==> config.mk <==
export PLATFORM = sky130hd
export DESIGN_NAME = sid_bus_regs
export DESIGN_NICKNAME = d
export VERILOG_FILES = /design/src/rtl/sid_bus_regs_pkg.sv /design/src/rtl/sid_bus_fade.sv /design/src/rtl/sid_bus_regs.sv
export SDC_FILE = /design/constraint.sdc
export NUM_CORES = 1
export LEC_CHECK = 0
export ABC_AREA = 1
export CORE_MARGIN = 5
export CORE_UTILIZATION = 53
export CTS_CLUSTER_DIAMETER = 40
export CTS_CLUSTER_SIZE = 14
export DETAILED_ROUTE_END_ITERATION = 8
export PLACE_DENSITY = 0.92
export SYNTH_ARGS = -nofsm -noshare
export SYNTH_HDL_FRONTEND = slang
export SYNTH_SLANG_ARGS = --single-unit
==> constraint.sdc <==
create_clock -name clk -period 9.3 [get_ports clk]
set_clock_uncertainty 0.05 [all_clocks]
set_input_delay 1.86 -clock clk [delete_from_list [all_inputs] [get_ports clk]]
set_output_delay 1.86 -clock clk [all_outputs]
set_load 0.1 [all_outputs]
==> src/rtl/sid_bus_regs_pkg.sv <==
// Shared constants for the SID bus register slice: model encoding, register counts,
// read-only base address and default bus fade times.
package sid_bus_regs_pkg;

    typedef enum logic {
        Mos6581 = 1'b0,
        Mos8580 = 1'b1
    } sid_model_e;

    localparam int unsigned NumWoRegs     = 25;
    localparam int unsigned NumRoRegs     = 4;
    localparam logic [4:0]  RoBase        = 5'h19;
    localparam logic [19:0] TtlMos6581Def = 20'h01D00;
    localparam logic [19:0] TtlMos8580Def = 20'hA2000;

endpackage

==> src/rtl/sid_bus_fade.sv <==
// Per-bank floating data-bus latch: holds the last bus value and clears it after the
// model-dependent number of PHI2 strobes without bus activity.
module sid_bus_fade
    import sid_bus_regs_pkg::*;
#(
    parameter logic [19:0] TTL_MOS6581 = TtlMos6581Def,
    parameter logic [19:0] TTL_MOS8580 = TtlMos8580Def
) (
    input  logic       clk,
    input  logic       res_n,
    input  logic       phi2,
    input  logic       model,
    input  logic       load,
    input  logic [7:0] load_value,
    output logic [7:0] bus_value
);

    logic [19:0] bus_age;
    logic [19:0] ttl;

    assign ttl = (sid_model_e'(model) == Mos8580) ? TTL_MOS8580 : TTL_MOS6581;

    always_ff @(posedge clk) begin
        if (!res_n) begin
            bus_value <= '0;
            bus_age   <= '0;
        end else if (phi2) begin
            if (load) begin
                bus_value <= load_value;
                bus_age   <= '0;
            end else if (bus_age >= ttl) begin
                // Age above TTL happens after a model switch; snap back to the new TTL.
                bus_value <= '0;
                bus_age   <= ttl;
            end else begin
                bus_age <= bus_age + 20'd1;
            end
        end
    end

endmodule

==> src/rtl/sid_bus_regs.sv <==
// SID register banks: chip-select decode, write-only register storage, read mux and
// per-bank bus fade. Optional macro SID_REG_READBACK_EN makes write-only registers readable.
module sid_bus_regs
    import sid_bus_regs_pkg::*;
#(
    parameter int unsigned N_SIDS      = 2,
    parameter logic [19:0] TTL_MOS6581 = TtlMos6581Def,
    parameter logic [19:0] TTL_MOS8580 = TtlMos8580Def
) (
    input  logic                  clk,
    input  logic                  res_n,
    input  logic [N_SIDS-1:0]     model,
    input  logic                  phi2,
    input  logic [N_SIDS-1:0]     cs,
    input  logic                  oe,
    input  logic                  we,
    input  logic [4:0]            addr,
    input  logic [7:0]            data_i,
    output logic [7:0]            data_o,
    input  logic [N_SIDS*32-1:0]  ro_regs,
    output logic [N_SIDS*200-1:0] wo_regs,
    output logic                  cs_err
);

    localparam int unsigned IdxW = (N_SIDS > 1) ? $clog2(N_SIDS) : 1;

    logic [7:0]      regs     [N_SIDS][NumWoRegs];
    logic [7:0]      ro_bytes [N_SIDS][NumRoRegs];
    logic [7:0]      bus_vals [N_SIDS];
    logic [IdxW-1:0] sel_idx;
    logic [2:0]      sel_count;
    logic            sel_valid, sel_multi;
    logic            addr_ro, addr_wo;
    logic            read_hit, wr_en, rd_back, latch_rd;
    logic [1:0]      ro_sub;
    logic [7:0]      data_d;

    always_comb begin
        sel_idx   = '0;
        sel_count = '0;
        for (int k = 0; k < N_SIDS; k++) begin
            if (cs[k]) begin
                sel_idx   = IdxW'(k);
                sel_count = sel_count + 3'd1;
            end
        end
    end

    assign sel_valid = (sel_count == 3'd1);
    assign sel_multi = (sel_count > 3'd1);
    assign addr_ro   = (addr >= RoBase) && (addr <= RoBase + 5'd3);
    assign addr_wo   = (addr < 5'(NumWoRegs));
    assign ro_sub    = 2'(addr - RoBase);
    assign read_hit  = sel_valid && oe && addr_ro;
    assign wr_en     = sel_valid && we;
`ifdef SID_REG_READBACK_EN
    assign rd_back   = sel_valid && oe && addr_wo;
`else
    assign rd_back   = 1'b0;
`endif
    assign latch_rd  = read_hit || rd_back;

    always_comb begin
        data_d = '0;
        if (read_hit) begin
            data_d = ro_bytes[sel_idx][ro_sub];
`ifdef SID_REG_READBACK_EN
        end else if (rd_back) begin
            data_d = regs[sel_idx][addr];
`endif
        end else if (sel_valid) begin
            data_d = bus_vals[sel_idx];
        end
    end

    always_ff @(posedge clk) begin
        if (!res_n) begin
            data_o <= '0;
            cs_err <= 1'b0;
            for (int k = 0; k < N_SIDS; k++) begin
                for (int a = 0; a < NumWoRegs; a++) begin
                    regs[k][a] <= '0;
                end
            end
        end else begin
            data_o <= data_d;
            if (phi2) begin
                cs_err <= sel_multi;
                if (wr_en && addr_wo) begin
                    regs[sel_idx][addr] <= data_i;
                end
            end
        end
    end

    for (genvar k = 0; k < N_SIDS; k++) begin : g_bank
        for (genvar a = 0; a < NumWoRegs; a++) begin : g_wo
            assign wo_regs[200*k+8*a +: 8] = regs[k][a];
        end
        for (genvar b = 0; b < NumRoRegs; b++) begin : g_ro
            assign ro_bytes[k][b] = ro_regs[32*k+8*b +: 8];
        end

        // Writes win over reads for the bus latch when both strobes hit.
        sid_bus_fade #(
            .TTL_MOS6581 (TTL_MOS6581),
            .TTL_MOS8580 (TTL_MOS8580)
        ) u_fade (
            .clk        (clk),
            .res_n      (res_n),
            .phi2       (phi2),
            .model      (model[k]),
            .load       (phi2 && sel_valid && (sel_idx == IdxW'(k)) && (wr_en || latch_rd)),
            .load_value (wr_en ? data_i : data_o),
            .bus_value  (bus_vals[k])
        );
    end

endmodule
==> results.toml, run 1 <==
[outcome]
outcome = "finished clean"

[synth]
synthArstFlopShare_pct = 0
synth-warning-count = 0
syn_nets = 1699
ys.flop_type = "edfxtp_1"
ys_seq_elements = 465
synth-edff-count = 400
ys_seq_area_share_pct = 71.3
syn_area_um2 = 18700
ys_types = 37
postSynthAreaPerCell_um2 = 11.7
syn_inst = 1590

[clocking]
cts_buffers = 52
cts_resized = 0
cts_htree_levels = 2
cts_root_buf = "clkbuf_16"
postCtsSetupBuffers = 0
cts_tree = "done"
clk_pin_slew_ns = 0.06
clk_latency_ns = 0.57
cts_num_sinks = 465
clockBufferDepth = 3
ctsHoldBuffers = 0

[timing]
setup_ws_ns = 3.32
tns_ns = 0
fin_crit_ns = 5.98
period_share_pct = 64.3
grt_setup_unrepaired = "false"
setup_violations = 0
max_freq_ghz = 0.167
final_max_slew_viol_count = 0
slew_headroom_pct = 12.9
hold_viol = 0
tightest_slew_ns = 1.31

[routing]
ant_nets = 0
first_pass_iters = 5
routedWlPerCell_um = 23.8
vias = 14622
via_per_inst = 5.67
drt_iter0_drc = 1437
wl_mm = 61.3
drc = 0

[setup_path]
rr_startpoint = "g_bank[0].u_fade.bus_age[11]"
critPathLaunchType = "input port"
ff2ff_path_depth = 9
critPathCaptureType = "flip-flop"
reg2reg_to = "g_bank[0].u_fade.bus_value[1]"
reg2reg_slack_ns = 6.66
cp_max_fo = 34
cp.required_ns = 9.45
path_class = "input port to flip-flop"
critical_path_arrival_ns = 6.13

[finish]
area_growth_syn_to_layout_pct = 37.6
drive_gt1_share_pct = 6.03
num-nets-final = 2200
final_util_pct = 74.2
fillers = 2086

[die]
num_rows = 68
fp.dieH_um = 198
num_io_pins = 495
dieWidth_um = 198
dieArea_um2 = 39100
start_util_pct = 53.9
core_area_um2 = 34600

[power_and_ir_drop]
power_density_nw_per_um2 = 238
ir_drop_mv = 0.235
leakage_nw = 9.45

[global_routing]
grt_pass1_vias = 13815
antenna_found_initial = 3
grt_overflow = 0
grt_pass1_wl_mm = 89.5
grt_max_degree = 57
track_usage_pct = 30.2

[job]
max_cap_viol_count = 0

[worst_hold_path]
holdPathStages = 2
hp-class = "flip-flop to flip-flop"
min_to = "g_bank[1].u_fade.bus_value[6]"
hold_start = "g_bank[1].u_fade.bus_value[6]"

[placement]
dpl.hpwl_mm = 43.4
io_buffers = 494
gp_congestion = 0.924
pre_cts_slack_ns = 2.82
==> per-stage QoR <==
step	instance area (um^2)	power [mW]	hold slack, ns	std cells
finish	25700	6.11	0.418	2580
global route	25700	6.25	0.446	2580
CTS	25700	6.11	0.422	2579
detailed placement	24000	4.13	0.415	2492
global placement	24000	4.11	0.404	2492
floorplan	18700	3.71	0.395	1590
==> state kept, by name, summed over array words and instances, names as in the netlist <==
signal / cells
data_o: 8
g_bank.u_fade.bus_value: 16
g_bank.u_fade.bus_age: 40
cs_err: 1
regs: 400
==> critical path: stages <==
cell and delay, ns:
clkdlybuf4s50_1 0.99, inv_2 0.38, ha_1 0.35, inv_1 0.18
nor2_1 0.07, nand3_1 0.09, nand2_1 0.08, nor2_1 0.09
nand2_1 0.07, nor2_2 0.17, nand2_4 0.41, nand2_2 0.21
nand2_2 0.36, nor2_1 0.77
==> kinds of logic (layout without fill, tap and decap cells) <==
kind of cell               after synthesis  count (layout)  synth area share [%]
xor gates and xnor gates                19              19                 0.891
AOI/OAI and AO/OA                      134             134                  4.08
and+or+nand+nor                        782             782                  18.6
adders and majority gates               23              23                  1.54
other                                    0               1                     0
buffers and inverters                  167             701                  3.60
DFF                                    465             465                  71.3
==> synthesized netlist by cell type (2+ instances only) <==
master      n  share of area [%]
dfxtp_1    65                7.0
nand2_2     5               0.17
o211ai_1   12               0.48
xor2_1     17               0.80
nand2_4     2               0.12
inv_1      97                2.0
nor2_4      2               0.12
buf_2       8               0.21
clkbuf_1   40               0.80
buf_4       3               0.12
buf_1       2              0.040
edfxtp_1  400                 64
a21oi_1    49                1.3
nand3_1    83                2.2
nand3_2     3               0.16
xnor2_1     2              0.094
nand4_1    13               0.44
o21ai_0    53                1.4
o22ai_1     4               0.13
nor2_2      4               0.13
nand2_1   207                4.2
nor2_1    410                8.2
ha_1       23                1.5
nand3_4    20                1.9
clkinv_1   12               0.24
nor3_1     29               0.78
buf_6       3               0.18
o221ai_1   13               0.61
==> worst max-delay path by stage <==
stage	startpoint	end	slack (ns)	cells past startpoint
finish	addr[0]	regs[1][18]	3.32	14
global route	addr[0]	regs[1][41]	3.04	12
CTS	addr[0]	regs[1][20]	3.39	14
detailed placement	addr[0]	regs[1][41]	2.82	14
global placement	addr[0]	regs[1][84]	3.02	14
floorplan	cs[0]	regs[1][144]	5.06	14
==> cell usage in the layout (no fill, tap or decap), drive strengths merged <==
cell           count
clkbuf            57
o211ai            12
nand4             13
edfxtp           400
nor2             416
nand2            214
nand3b             1
buf               11
nand3            106
clkinvlp           5
bufinv             3
nor3              29
clkdlybuf4s50    493
ha                23
o221ai            13
o22ai              4
clkinv            28
a21oi             49
and3               1
diode              1
and2               1
xnor2              2
nor4               1
a21o               1
dfxtp             65
o21ai             54
xor2              17
inv              104
a31oi              1
==> where the power goes <==
| group | total [mW] | internal, mW | switching (mW) |
|---|---|---|---|
| logic | 1.60 | 0.293 | 1.31 |
| registers | 2.49 | 2.42 | 0.0719 |
| clock network | 2.01 | 1.14 | 0.864 |
==> area by class of cell <==
class                      count  area [um^2]  area share [%]
inverter                     110          414            1.61
multi-input combinational    958         4680            18.2
clock buffer                  57         1340            5.22
sequential                   465        13300            51.8
clock inverter                30          340            1.33
antenna                        1         2.50         0.00975
timing repair buffer         504         5010            19.5
tap                          455          569            2.22
==> layer usage <==
layer / global-route usage [%] / up-vias / wire [um]
li1: - / 6457 / -
met1: 38.4 / 7016 / 21600
met2: 51.6 / 1014 / 30600
met3: 8.03 / 131 / 7310
met4: 8.77 / 4 / 1810
met5: 0 / - / 34
Note: power is estimated with default switching activity, not from simulation.
==> run 2, diff against run 1 <==
--- a/config.mk
+++ b/config.mk
@@ -7,11 +7,11 @@
 export LEC_CHECK = 0
 export ABC_AREA = 1
 export CORE_MARGIN = 5
-export CORE_UTILIZATION = 53
+export CORE_UTILIZATION = 44
 export CTS_CLUSTER_DIAMETER = 40
 export CTS_CLUSTER_SIZE = 14
 export DETAILED_ROUTE_END_ITERATION = 8
-export PLACE_DENSITY = 0.92
+export PLACE_DENSITY = 0.82
 export SYNTH_ARGS = -nofsm -noshare
 export SYNTH_HDL_FRONTEND = slang
 export SYNTH_SLANG_ARGS = --single-unit
==> constraint.sdc (replaced) <==
create_clock -name clk -period 5.48 [get_ports clk]
set_clock_uncertainty 0.05 [all_clocks]
set_input_delay 1.096 -clock clk [delete_from_list [all_inputs] [get_ports clk]]
set_output_delay 1.096 -clock clk [all_outputs]
set_load 0.1 [all_outputs]
==> results.toml, run 2 (synthesis gave the netlist of run 1 again) <==
[power_and_ir_drop]
power.switching_mw = 3.83
ir_drop_mv = 0.312
switching_share_pct = 37.0
power_mw = 10.3
pwr-share-clk_pct = 32.8
p_comb_share_pct = 26.4
intPower_mw = 6.52
p_seq_share_pct = 40.8
leakage_nw = 9.58
power_density_nw_per_um2 = 399

[setup_path]
cp.required_ns = 5.65
path_class = "input port to flip-flop"
critPathLaunchType = "input port"
critical_path_arrival_ns = 4.69
crit_top_cell = "nor2_1"
critPathSlowestCell = "nor2_1"
path_cells = "clkdlybuf4s50_1 > ha_1 > nand2_2 > nor2_4 > nand3_1 > nor2_1 > nor2_1 > nand2_1 > nor2_2 > nand3_1 > nand2_2 > nor2_1"
cp_max_fo = 24
rr_startpoint = "g_bank[0].u_fade.bus_age[11]"
reg2reg_to = "g_bank[0].u_fade.bus_value[1]"
reg2reg_slack_ns = 2.81
critical_path.max_stage_delay_ns = 0.70
ff2ff_path_depth = 9
critPathCaptureType = "flip-flop"

[finish]
num-nets-final = 2222
drive_gt1_share_pct = 7.15
mostFrequentLayoutCells = "clkdlybuf4s50_1 (493), nor2_1 (410), edfxtp_1 (400)"
final_common_cell = "clkdlybuf4s50_1"
largest_register = "regs"
area_growth_syn_to_layout_pct = 39.1
reg_top3 = "regs (400), g_bank.u_fade.bus_age (40), g_bank.u_fade.bus_value (16)"
largest_reg_flops = 400

[outcome]
outcome = "finished clean"

[routing]
vias = 14545
via_per_inst = 5.40
routedWlPerCell_um = 23.4
drc = 0
ant_nets = 0
first_pass_iters = 6
drt_iter0_drc = 1335
wl_mm = 63.1

[timing]
hold_viol = 0
final_max_slew_viol_count = 0
tns_ns = 0
period_share_pct = 82.4
max_freq_ghz = 0.221
tightest_slew_ns = 1.10
grt_setup_unrepaired = "false"
setup_ws_ns = 0.964
slew_headroom_pct = 26.5
fin_crit_ns = 4.52
setup_violations = 0

[die]
start_util_pct = 44.5
num_io_pins = 495
core_area_um2 = 41900
dieWidth_um = 216
num_rows = 75
fp.dieH_um = 216
dieArea_um2 = 46600

[worst_hold_path]
hp-class = "flip-flop to flip-flop"
min_to = "g_bank[1].u_fade.bus_value[3]"
holdPathStages = 2
hold_start = "g_bank[1].u_fade.bus_value[3]"

[clocking]
cts_resized = 0
clk_latency_ns = 0.59
cts_tree = "done"
ctsHoldBuffers = 0
postCtsSetupBuffers = 0
cts_root_buf = "clkbuf_16"
cts_num_sinks = 465
cts_buffers = 54
clk_pin_slew_ns = 0.06
cts_htree_levels = 2
clockBufferDepth = 3

[global_routing]
grt_pass1_wl_mm = 90.7
track_usage_pct = 25.8
grt_pass1_vias = 14015
antenna_found_initial = 4
grt_max_degree = 52
grt_overflow = 0

[placement]
io_buffers = 494
dpl.hpwl_mm = 46.2
pre_cts_slack_ns = 0.432
gp_congestion = 0.906

[job]
max_cap_viol_count = 0
[run 2: cell types whose count changed in the layout (fill, tap and decap cells not counted), sizes merged]
cell    change
clkbuf      +3
clkinv      +3
bufinv      -2
inv         +5
buf        +20
[run 2: through the flow]
stage | util, % | hold WS, ns | cell area, um^2 | std cells
final | 61.9 | 0.415 | 26000 | 2693
after global routing | 61.9 | 0.446 | 26000 | 2693
after CTS | 61.9 | 0.417 | 26000 | 2692
after detailed placement | 57.8 | 0.409 | 24300 | 2596
after global placement | 57.8 | 0.402 | 24300 | 2596
after floorplan | - | 0.395 | 18700 | 1590
[run 2: layout make-up]
type                            instances  area [um^2]
Antenna cell                            1         2.50
Clock buffer                           60         1380
Clock inverter                         36          310
Fill cell                            3138        16000
Inverter                              110          414
Multi-Input combinational cell        958         4680
Sequential cell                       465        13300
Tap cell                              539          674
Timing Repair Buffer                  524         5180
[run 2: power by group through the flow]
| stage | clock network (mW) | logic, mW | registers [mW] |
|---|---|---|---|
| after floorplan | 0 | 0.252 | 6.04 |
| after global placement | 0 | 2.71 | 4.29 |
| after detailed placement | 0 | 2.73 | 4.30 |
| after CTS | 3.42 | 2.74 | 4.23 |
| after global routing | 3.57 | 2.78 | 4.24 |
| final | 3.39 | 2.73 | 4.23 |
[run 2: how the worst max path moves through the flow]
| stage | from | end | slack [ns] |
|---|---|---|---|
| after global placement | cs[1] | regs[1][8] | 0.57 |
| after floorplan | cs[0] | regs[1][144] | 2.01 |
| after detailed placement | cs[1] | regs[1][129] | 0.43 |
| final | cs[1] | regs[1][4] | 0.96 |
| after CTS | cs[1] | regs[1][4] | 1.06 |
| after global routing | cs[1] | regs[1][7] | 0.77 |
[run 2: critical path, delay by kind of cell]
family	cells	cell delay (ns)
buf+inv	1	0.43
simple gates	10	2.69
fa+ha+maj	1	0.43
[run 2: metal layers]
metal | vias up | part of all wire, % | routed length (um) | GRT usage, %
li1 | 6504 | - | - | -
met1 | 7033 | 37 | 23600 | 31.6
met2 | 886 | 50 | 31400 | 44.9
met3 | 116 | 10 | 6290 | 7.09
met4 | 6 | 2.7 | 1730 | 7.78
met5 | - | 0.075 | 47 | 0
==> run 3, diff against run 2 <==
==> constraint.sdc (replaced) <==
create_clock -name clk -period 3.7 [get_ports clk]
set_clock_uncertainty 0.05 [all_clocks]
set_input_delay 0.74 -clock clk [delete_from_list [all_inputs] [get_ports clk]]
set_output_delay 0.74 -clock clk [all_outputs]
set_load 0.1 [all_outputs]
==> results.toml, run 3 (synthesis gave the netlist of run 1 again) <==
[outcome]
outcome = "finished clean"

[clocking]
clk_latency_ns = 0.59
cts_root_buf = "clkbuf_16"
ctsHoldBuffers = 0
cts_tree = "done"
cts_num_sinks = 465
clk_pin_slew_ns = 0.06
cts_htree_levels = 2
clockBufferDepth = 3
postCtsSetupBuffers = 0
cts_resized = 0
cts_buffers = 56

[finish]
multiInputGateArea_um2 = 4680
final_common_cell = "clkdlybuf4s50_1"
num-nets-final = 2337
mostFrequentLayoutCells = "clkdlybuf4s50_1 (489), nor2_1 (410), edfxtp_1 (400)"
fillers = 3064
ff_latch_area_um2 = 13300
largest_register = "regs"
area_growth_syn_to_layout_pct = 45.6
final_cells = 2811
final_util_pct = 64.8
reg_top3 = "regs (400), g_bank.u_fade.bus_age (40), g_bank.u_fade.bus_value (16)"
largest_reg_flops = 400
drive_gt1_share_pct = 12.3

[routing]
ant_nets = 0
first_pass_iters = 6
drc = 0
via_per_inst = 5.25
routedWlPerCell_um = 22.3
wl_mm = 62.7
vias = 14750
drt_iter0_drc = 1521

[global_routing]
grt_overflow = 0
grt_pass1_vias = 14981
antenna_found_initial = 5
grt_max_degree = 43
grt_pass1_wl_mm = 93.6
track_usage_pct = 26.2

[timing]
fin_crit_ns = 3.26
setup_ws_ns = 0.441
final_max_slew_viol_count = 0
max_freq_ghz = 0.307
grt_setup_unrepaired = "false"
hold_viol = 0
tightest_slew_ns = 1.09
slew_headroom_pct = 27.4
tns_ns = 0
period_share_pct = 88.1
setup_violations = 0

[placement]
io_buffers = 494
gp_congestion = 0.898
pre_cts_slack_ns = -0.151
dp.cells = 2709
dpl.hpwl_mm = 45.4

[setup_path]
critPathLaunchType = "input port"
path_class = "input port to flip-flop"
ff2ff_path_depth = 9
critPathCaptureType = "flip-flop"
critical_path_arrival_ns = 3.45
rr_startpoint = "g_bank[1].u_fade.bus_age[8]"
reg2reg_to = "g_bank[1].u_fade.bus_age[4]"
critPathLaunch = "cs[1]"
reg2reg_slack_ns = 1.18
cp-endpoint = "regs[1][134]"
cp_max_fo = 20
cp.required_ns = 3.89

[die]
fp.dieH_um = 216
num_rows = 75
dieWidth_um = 216
start_util_pct = 44.5
core_area_um2 = 41900
num_io_pins = 495
dieArea_um2 = 46600

[power_and_ir_drop]
ir_drop_mv = 0.710
power_density_nw_per_um2 = 586
power_mw = 15.9
leakage_nw = 10.3

[worst_hold_path]
hp-class = "flip-flop to flip-flop"

[job]
max_cap_viol_count = 0
==> run 3: changes by cell type in the layout (fill, tap and decap cells not counted), sizes merged <==
cell / change
diode: +1
clkbuf: -1
inv: +5
clkinvlp: -2
clkinv: -3
buf: +117
clkdlybuf4s50: -4
bufinv: +5
==> run 3: worst min path at each step <==
| stage | start | endpoint | slack, ns | depth (start not counted) |
|---|---|---|---|---|
| after floorplan | g_bank[1].u_fade.bus_value[0] | g_bank[1].u_fade.bus_value[0] | 0.40 | 2 |
| after global routing | g_bank[1].u_fade.bus_value[2] | g_bank[1].u_fade.bus_value[2] | 0.44 | 2 |
| after detailed placement | g_bank[1].u_fade.bus_value[7] | g_bank[1].u_fade.bus_value[7] | 0.41 | 2 |
| after CTS | g_bank[1].u_fade.bus_value[7] | g_bank[1].u_fade.bus_value[7] | 0.42 | 2 |
| final | g_bank[1].u_fade.bus_value[6] | g_bank[1].u_fade.bus_value[6] | 0.42 | 2 |
| after global placement | g_bank[1].u_fade.bus_value[3] | g_bank[1].u_fade.bus_value[3] | 0.40 | 2 |
==> run 3: cell type report <==
cell class	instances	area share (%)
Clock inverter	41	1.84
Clock buffer	59	5.20
Inverter	110	1.52
Tap cell	539	2.48
Timing Repair Buffer	637	22.7
Multi-Input combinational cell	958	17.2
Sequential cell	465	49.0
Antenna cell	2	0.0184
==> run 3: report_power, final <==
part | switching (mW) | total (mW) | internal, mW
logic | 3.30 | 4.09 | 0.795
registers | 0.164 | 6.25 | 6.08
clock network | 2.30 | 5.57 | 3.28
==> run 3: critical path: stages <==
cell and delay [ns]:
clkdlybuf4s50_1 0.43, ha_1 0.33, nand2_2 0.12, nor2_4 0.06, buf_12 0.14, nand2_2 0.09
inv_1 0.08, buf_4 0.13, o21ai_0 0.06, nand2_1 0.07, nor2_1 0.10, nand2_1 0.06
nor2_2 0.15, buf_12 0.18, buf_4 0.13, nor2_1 0.04, nor2_1 0.53
==> run 3: per-stage QoR <==
stage          hold slack, ns  instance area [um^2]
2_1_floorplan           0.395                 18700
3_3_place_gp            0.402                 25300
3_5_place_dp            0.412                 25300
4_1_cts                 0.420                 27200
5_1_grt                 0.444                 27200
6_report                0.425                 27200
==> run 3: layer usage <==
layer	up-vias	global-route usage, %	wire length [um]
li1	6731	-	-
met1	7091	33.2	23900
met2	821	44.9	31100
met3	103	6.54	5900
met4	4	7.95	1790
met5	-	0	27
